`src/rtl/dpot_arbiter.sv`:
```
// Round-robin arbiter that serializes wiper writes from NREQ requesters onto one digital-pot port.
// A skipped write acks 3 cycles after the request; a real write waits on the synchronized ready handshake, bounded by TIMEOUT.
module dpot_arbiter #(
  parameter int NREQ      = 4,
  parameter int TIMEOUT   = 1023,
  parameter int SKIP_SAME = 1
) (
  input  logic              clk,
  input  logic              rst,
  input  logic [NREQ-1:0]   req,
  input  logic [8*NREQ-1:0] value_i,
  output logic [NREQ-1:0]   ack,
  output logic              err,
  output logic              busy,
  output logic [7:0]        dpot_value,
  output logic              dpot_update,
  input  logic              dpot_ready
);

  localparam int PW = (NREQ > 1) ? $clog2(NREQ) : 1;
  localparam int CW = (TIMEOUT > 1) ? $clog2(TIMEOUT + 1) : 1;

  typedef enum logic [2:0] {
    S_IDLE  = 3'd0,
    S_GRANT = 3'd1,
    S_ISSUE = 3'd2,
    S_WAIT  = 3'd3,
    S_DONE  = 3'd4
  } state_t;

  state_t          state_q;
  logic            rdy_meta_q;
  logic            rdy_s_q;
  logic [PW-1:0]   ptr_q;
  logic [PW-1:0]   win_q;
  logic [CW-1:0]   cnt_q;
  logic [NREQ-1:0] ack_q;
  logic            err_q;
  logic            upd_q;
  logic [7:0]      val_q;
  logic [7:0]      last_val_q;
  logic            last_valid_q;

  logic            rr_hit;
  logic [PW-1:0]   rr_win;
  logic [7:0]      grant_val;
  logic [NREQ-1:0] win_oh;

  // Scan offsets from ptr outward; the first set request wins.
  always_comb begin
    rr_hit = 1'b0;
    rr_win = '0;
    for (int i = 0; i < NREQ; i++) begin
      for (int j = 0; j < NREQ; j++) begin
        if (!rr_hit && req[j] && (((int'(ptr_q) + i) % NREQ) == j)) begin
          rr_hit = 1'b1;
          rr_win = PW'(j);
        end
      end
    end
  end

  always_comb begin
    grant_val = '0;
    win_oh    = '0;
    for (int j = 0; j < NREQ; j++) begin
      if (win_q == PW'(j)) begin
        grant_val = value_i[8*j +: 8];
        win_oh[j] = 1'b1;
      end
    end
  end

  always_ff @(posedge clk or negedge rst) begin
    if (!rst) begin
      state_q      <= S_IDLE;
      rdy_meta_q   <= 1'b1;
      rdy_s_q      <= 1'b1;
      ptr_q        <= '0;
      win_q        <= '0;
      cnt_q        <= '0;
      ack_q        <= '0;
      err_q        <= 1'b0;
      upd_q        <= 1'b0;
      val_q        <= '0;
      last_val_q   <= '0;
      last_valid_q <= 1'b0;
    end else begin
      rdy_meta_q <= dpot_ready;
      rdy_s_q    <= rdy_meta_q;
      ack_q      <= '0;
      unique case (state_q)
        S_IDLE: begin
          if (rr_hit && rdy_s_q) begin
            win_q   <= rr_win;
            state_q <= S_GRANT;
          end
        end
        S_GRANT: begin
          val_q <= grant_val;
          cnt_q <= '0;
          if ((SKIP_SAME != 0) && last_valid_q && (grant_val == last_val_q)) begin
            ack_q   <= win_oh;
            state_q <= S_DONE;
          end else begin
            upd_q   <= 1'b1;
            state_q <= S_ISSUE;
          end
        end
        S_ISSUE: begin
          // The pot dropping ready means it took the write; that wins over an expiring count.
          if (!rdy_s_q) begin
            upd_q   <= 1'b0;
            state_q <= S_WAIT;
          end else if (cnt_q == CW'(TIMEOUT - 1)) begin
            upd_q   <= 1'b0;
            err_q   <= 1'b1;
            ack_q   <= win_oh;
            state_q <= S_DONE;
          end else begin
            cnt_q <= cnt_q + CW'(1);
          end
        end
        S_WAIT: begin
          if (rdy_s_q) begin
            last_val_q   <= val_q;
            last_valid_q <= 1'b1;
            ack_q        <= win_oh;
            state_q      <= S_DONE;
          end
        end
        S_DONE: begin
          ptr_q   <= (win_q == PW'(NREQ - 1)) ? '0 : win_q + PW'(1);
          state_q <= S_IDLE;
        end
        default: state_q <= S_IDLE;
      endcase
    end
  end

  assign ack         = ack_q;
  assign err         = err_q;
  assign busy        = (state_q != S_IDLE);
  assign dpot_value  = val_q;
  assign dpot_update = upd_q;

endmodule

```
`config.mk`:
```
export PLATFORM = sky130hd
export DESIGN_NAME = dpot_arbiter
export DESIGN_NICKNAME = d
export VERILOG_FILES = /design/src/rtl/dpot_arbiter.sv
export SDC_FILE = /design/constraint.sdc
export NUM_CORES = 1
export LEC_CHECK = 0
export CORE_UTILIZATION = 42
export DETAILED_ROUTE_END_ITERATION = 8
export PLACE_DENSITY_LB_ADDON = 0.25
export SLEW_MARGIN = 20
export SYNTH_ARGS = -nofsm -noshare
export SYNTH_HDL_FRONTEND = slang
export SYNTH_SLANG_ARGS = --single-unit
```
`constraint.sdc`:
```
create_clock -name clk -period 3.1 [get_ports clk]
set_input_delay 0.31 -clock clk [delete_from_list [all_inputs] [get_ports clk]]
set_output_delay 0.31 -clock clk [all_outputs]
set_load 0.01 [all_outputs]
```
==> metrics.md, run 1 <==
| Metric | Value |
|---|---|
| Outcome | `finished clean` |
| Worst Tran Pin Value | `923 ps` |
| Netlist cell types | `44` |
| Worst Path Required | `3280 ps` |
| Synth top area cells | `dfrtp_1 (46%), mux2_2 (5.7%), nand2_1 (5.2%)` |
| Net Sw Power | `915 µW` |
| Final critical-path share of the clock period | `90.2%` |
| # hold bufs at CTS | `0` |
| R2R Path Start | `win_q[0]$_DFFE_PN0P_` |
| Die Y | `between 70 and 80 µm` |
| ANT nets after route | `0` |
| Final setup viols | `0` |
| Cells after synthesis | `between 200 and 250` |
| Critical path depth | `8` |
| IO Count | `54` |
| Synthesis-stage register bit count | `42` |
| Post-CTS Resized | `0` |
| Final design utilization | `59.1%` |
| Layout cells sized above 1 | `10.6%` |
| Core area | `4850 µm²` |
| Clock Sinks | `42` |
| Setup CP Type | `flip-flop to flip-flop` |
| First-pass GRT wire length | `8340 µm` |
| Final Hold Fails | `0` |
| Sequential fraction of the synthesis area | `48.3%` |
| Remaining global-route overflow | `0` |
| Sequential share of power | `37.1%` |
| Skew-Pair Late Insertion Delay | `300 ps` |
| CP startpoint | `win_q[0]$_DFFE_PN0P_` |
| CTS H-tree depth | `2` |
| Cell with the most instances after synthesis | `dfrtp_1` |
| Clock skew | `about 9.9 ps` |
| Initial Utilization | `45.0%` |
| Post-CTS Repair Setup Buffers | `0` |
| Final setup TNS | `0 ps` |
| Crit path to | `state_q[1]$_DFFE_PN0P_` |
| Period minus WS final | `2790 ps` |
| Drt total wl | `5090 µm` |
| Vias | `1871` |
| RSZ-0062 raised after global routing | `no` |
| Antenna cells | `0` |
| Max incr delay on CP | `between 600 and 700 ps` |
| 1st-iter DRT viols | `126` |
| Placer congestion estimate | `about 0.80` |
| First-pass DRT Iterations | `4` |
| Via density | `5.50` |
| Post-synth EDFFs | `0` |
| Setup slack, reg-to-reg | `310 ps` |
| Total power | `2.36 mW` |
| Worst min path class | `input pin to asynchronous set/reset pin` |
| Max transition margin | `38.5%` |
| Initial antenna violation count | `0` |
| Sw Ratio | `38.8%` |
| R2r endpoint | `state_q[1]$_DFFE_PN0P_` |
| Number of I/O port buffers | `53` |
| Ys flop type | `dfrtp_1` |
| Gate power share | `roughly 47%` |
| Die width | `74.1 µm` |
| WP buf/inv | `1` |
| Clock power share | `15.8%` |
| Slew Limit Fails | `0` |
| Area Overhead vs Synth | `31.5%` |
| Commonest cells in the netlist | `dfrtp_1 (40), nand2_1 (30), nor2_1 (14)` |
| Yosys warnings | `0` |
| # rows | `25` |
| Leak Pwr | `approximately 1.2 nW` |
| Register Area | `1050 µm²` |
| Netlist Area Pre-Place | `2180 µm²` |
| WL/cell | `15.0 µm` |
| Number of global-route vias before repair | `1749` |
| Cell depth of the worst flop-to-flop path | `8` |
| Top cell type's share of synthesized area | `45.9%` |
| Synthesized Nets | `~260` |
| Max clock buf depth | `2` |
| Clk slew on worst S/H paths | `80 ps` |
| Async SR Flop Fraction | `100%` |
| Synthesized area per cell | `10.0 µm²` |
| Critical Path Fanout Max | `7` |
| Peak supply drop | `0.433 mV` |
| F_max | `about 0.36 GHz` |
| Crit end category | `flip-flop` |
| Internal power | `1.45 mW` |
| Pwr Density | `roughly 820 nW/µm²` |
| Startpoint Class | `flip-flop` |
| CTS Root Cell | `clkbuf_8` |
| DRC | `0` |
| CP max-delay cell | `or4_1` |
| Multi-input logic area | `about 1100 µm²` |
| Fillers | `418` |
| Critical path's top delay family | `simple AND/OR/NAND/NOR gates` |
| Tot GR Track Use | `20.0%` |
| CTS buffer count | `5` |
| Max_cap viols | `0` |
| Hpwl dp | `3640 µm` |
| Dpl cell area | `2770 µm²` |
| Layout net count | `317` |
| Die ar. | `5480 µm²` |
| Synth area leader | `dfrtp_1` |
| Crit path DAT | `2980 ps` |
| CTS tree | `yes` |
| Worst path cell trace | `inv_1, ha_1, or2_1, a221oi_1, nor3_1, nand4b_1, or4_1, a22o_1` |
| Largest net degree at the start of global routing | `43` |
| Finished Cell Area | `2870 µm²` |
==> cell type report <==
type                            count  share of cell area [%]
Clock buffer                        6                    2.88
Inverter                            9                    1.18
Multi-Input combinational cell    158                    36.7
Sequential cell                    42                    36.7
Tap cell                           67                    2.92
Timing Repair Buffer               56                    19.1
Clock inverter                      2                   0.436
==> power by group through the flow <==
stage / registers, mW / logic [mW] / clock network (mW)
global placement: 0.880 / 1.10 / 0
finish: 0.876 / 1.11 / 0.372
floorplan: 0.864 / 0.739 / 0
global route: 0.905 / 1.25 / 0.405
CTS: 0.875 / 1.12 / 0.382
detailed placement: 0.884 / 1.12 / 0
==> worst min path at each step <==
stage / to / slack (ps)
6_report: last_val_q[6]$_DFFE_PN0P_ / 150
5_1_grt: ack[2]$_DFF_PN0_ / 240
3_5_place_dp: rdy_s_q$_DFF_PN1_ / 350
3_3_place_gp: rdy_s_q$_DFF_PN1_ / 350
4_1_cts: dpot_value[2]$_DFFE_PN0P_ / 180
2_1_floorplan: ack[0]$_DFF_PN0_ / 10
==> stage by stage <==
step	cells	setup slack (ps)	hold slack, ps
finish	340	305	148
global placement	332	375	346
CTS	340	283	184
detailed placement	332	303	347
floorplan	218	541	14.4
global route	340	134	237
==> cell usage in the layout (no fill, tap or decap), types with 5 or more instances in the layout <==
cell type and count:
clkdlybuf4s50_1 52, dfrtp_1 40, xor2_1 5, inv_1 9, o22ai_1 7, o21ai_0 11, mux2_2 11, a221oi_1 5
clkbuf_8 6, o31ai_1 5, a21oi_1 6, nor2_1 14, nand2_1 30, nor3_1 5, ha_1 6
==> metal layers <==
layer	part of all wire, %	global-route usage [%]	vias up
met3	6.8	4.20	5
met4	0.94	6.41	0
met5	0	0	-
met2	46	32.4	56
li1	-	-	899
met1	47	26.9	911
==> state kept, by name (all words and copies together) (netlist names) <==
signal	flops
err	1
last_valid_q	1
last_val_q	8
dpot_value	8
rdy_s_q	1
state_q	3
ptr_q	2
ack	4
dpot_update	1
rdy_meta_q	1
cnt_q	10
win_q	2
==> cell families (layout without fill, tap and decap cells) <==
logic type	after synthesis	count (layout)	synth area share [%]
and+or+nand+nor	81	81	18.5
AOI/OAI and AO/OA	51	51	16.8
DFF	42	42	48.3
buffers and inverters	18	73	3.61
muxes	13	13	6.60
xor gates and xnor gates	7	7	2.81
adders and majority gates	6	6	3.44
No activity file was read; power rests on OpenSTA's default activity.
==> run 2: changes to the inputs <==
clock period = 3.4 ns   (was 3.1 ns; I/O delays follow)
==> metrics.md, run 2 (synthesis results as in run 1) <==
| Metric | Value |
|---|---|
| Outcome | `finished clean (unchanged)` |
| # hold bufs at CTS | `0 (unchanged)` |
| Tot GR Track Use | `21.0% (was 20.0%)` |
| Final setup viols | `0 (unchanged)` |
| # rows | `25 (unchanged)` |
| Period minus WS final | `2930 ps (was 2790 ps)` |
| WP buf/inv | `1 (unchanged)` |
| Largest Register | `cnt_q (unchanged)` |
| Setup CP Type | `flip-flop to flip-flop (unchanged)` |
| First-pass DRT Iterations | `5 (was 4)` |
| WL/cell | `15.3 µm (was 15.0 µm)` |
| CTS tree | `yes (unchanged)` |
| Initial Utilization | `45.0% (unchanged)` |
| Core area | `4850 µm² (unchanged)` |
| Max_cap viols | `0 (unchanged)` |
| Largest net degree at the start of global routing | `43 (unchanged)` |
| Layout net count | `315 (was 317)` |
| Most common cell after layout, fill and taps aside | `clkdlybuf4s50_1 (unchanged)` |
| Critical path's top delay family | `simple AND/OR/NAND/NOR gates (unchanged)` |
| CP max-delay cell | `or4_1 (unchanged)` |
| Worst min path class | `input pin to asynchronous set/reset pin (unchanged)` |
| Drt total wl | `5140 µm (was 5090 µm)` |
| Startpoint Class | `flip-flop (unchanged)` |
| Via density | `5.52 (was 5.50)` |
| Peak supply drop | `0.264 mV (was 0.433 mV)` |
| DRC | `0 (unchanged)` |
| Clk slew on worst S/H paths | `80 ps (about the same)` |
| F_max | `0.341 GHz (was 0.358 GHz)` |
| Leak Pwr | `1.20 nW (was 1.22 nW)` |
| Post-CTS Resized | `0 (unchanged)` |
| Number of I/O port buffers | `53 (unchanged)` |
| PnR worst setup slack | `468 ps (was 305 ps)` |
| Initial antenna violation count | `0 (unchanged)` |
| Die width | `74.1 µm (unchanged)` |
| Number of global-route vias before repair | `1903 (was 1749)` |
| Hpwl dp | `3720 µm (was 3640 µm)` |
| Worst Path Required | `3590 ps (was 3280 ps)` |
| Crit end category | `flip-flop (unchanged)` |
| Skew-Pair Late Insertion Delay | `300 ps (about the same)` |
| IO Count | `54 (unchanged)` |
| Max reg flops | `10 (unchanged)` |
| Max transition margin | `36.8% (was 38.5%)` |
| Max incr delay on CP | `560 ps (was 680 ps)` |
| Worst path cell trace | `inv_1, ha_1, a211oi_1, a221oi_1, xor2_1, or3b_1, or4_1, o31ai_2 (was inv_1, ha_1, or2_1, a221oi_1, nor3_1, nand4b_1, or4_1, a22o_1)` |
| Die ar. | `5480 µm² (unchanged)` |
| CTS Root Cell | `clkbuf_8 (unchanged)` |
| Critical Path Fanout Max | `12 (was 7)` |
| Max clock buf depth | `2 (unchanged)` |
| 1st-iter DRT viols | `55 (was 126)` |
| Clock Sinks | `42 (unchanged)` |
| Post-CTS Repair Setup Buffers | `0 (unchanged)` |
| Clock skew | `9.70 ps (was 9.92 ps)` |
| First-pass GRT wire length | `8600 µm (was 8340 µm)` |
| Layout cells sized above 1 | `8.52% (was 10.6%)` |
| Post-placement setup slack | `487 ps (was 303 ps)` |
| Die Y | `74.1 µm (unchanged)` |
| Final Hold Fails | `0 (unchanged)` |
| Fillers | `435 (was 418)` |
| Remaining global-route overflow | `0 (unchanged)` |
| Final setup TNS | `0 ps (unchanged)` |
| RSZ-0062 raised after global routing | `no (unchanged)` |
| Vias | `1859 (was 1871)` |
| Slew Limit Fails | `0 (unchanged)` |
| CTS H-tree depth | `2 (unchanged)` |
| Crit path DAT | `3130 ps (was 2980 ps)` |
| Antenna cells | `0 (unchanged)` |
| Commonest cells after routing, fill and taps aside | `clkdlybuf4s50_1 (52), dfrtp_1 (40), nand2_1 (30) (unchanged)` |
| Area Overhead vs Synth | `29.7% (was 31.5%)` |
| Placer congestion estimate | `0.805 (was 0.802)` |
| ANT nets after route | `0 (unchanged)` |
| CTS buffer count | `5 (unchanged)` |
| Pwr Density | `741 nW/µm² (was 823 nW/µm²)` |
| Worst Tran Pin Value | `948 ps (was 923 ps)` |
| Setup slack, reg-to-reg | `470 ps (was 310 ps)` |
| Final critical-path share of the clock period | `86.2% (was 90.2%)` |
-- run 2: changes by cell type in the layout (fill, tap and decap cells not counted) --
cell / delta
clkinv_2: -1
buf_4: -2
clkinvlp_4: -1
nor3_2: -1
clkbuf_8: -1
clkbuf_1: +2
nor3_1: +1
-- run 2: worst register-to-register path, cell delays in order (launching register included) --
cell and delay, ps:
dfrtp_1 400, inv_1 100, ha_1 420, a211oi_1 140, a221oi_1 450, xor2_1 110
or3b_1 380, or4_1 560, o31ai_2 280
-- run 2: power breakdown --
| part | internal, mW | switching (mW) | leakage [nW] |
|---|---|---|---|
| Combinational | 0.480 | 0.511 | 0.623 |
| Clock | 0.142 | 0.166 | 0.0383 |
| Sequential | 0.657 | 0.141 | 0.539 |
-- run 2: metrics by stage --
step	utilization [%]	instances	total power, mW	hold WS, ps	cell area [µm²]
5_1_grt	58.3	337	2.27	254	2830
2_1_floorplan	-	218	1.46	44.4	2180
4_1_cts	58.3	337	2.11	215	2830
3_3_place_gp	56.8	330	1.78	345	2750
3_5_place_dp	56.8	330	1.79	349	2750
6_report	58.3	337	2.10	187	2830
-- run 2: final timing paths --
check | from | to | cells past startpoint
max in group asynchronous | rst | cnt_q[8]$_DFFE_PN0P_ | 1
worst min register to register | rdy_meta_q$_DFF_PN1_ | rdy_s_q$_DFF_PN1_ | 0
min in group clk | rdy_meta_q$_DFF_PN1_ | rdy_s_q$_DFF_PN1_ | 0
worst max register to register | win_q[1]$_DFFE_PN0P_ | ack[3]$_DFF_PN0_ | 8
worst max-delay path | win_q[1]$_DFFE_PN0P_ | ack[3]$_DFF_PN0_ | 8
worst min-delay path | rst | last_val_q[6]$_DFFE_PN0P_ | 1
-- run 2: layout make-up --
type	count	area (µm²)	area share, %
inverters	9	33.8	1.19
flip-flops and latches	42	1050	37.2
clock buffers	7	76.3	2.70
multi-input cells	158	1050	37.1
repair buffers	54	533	18.8
well taps	67	83.8	2.96
-- run 2: routing by layer --
| layer | up-vias | routed length [µm] | global-route usage (%) |
|---|---|---|---|
| li1 | 896 | - | - |
| met1 | 880 | 2330 | 26.9 |
| met2 | 72 | 2320 | 33.6 |
| met3 | 11 | 366 | 3.79 |
| met4 | 0 | 120 | 11.5 |
| met5 | - | 0 | 0 |
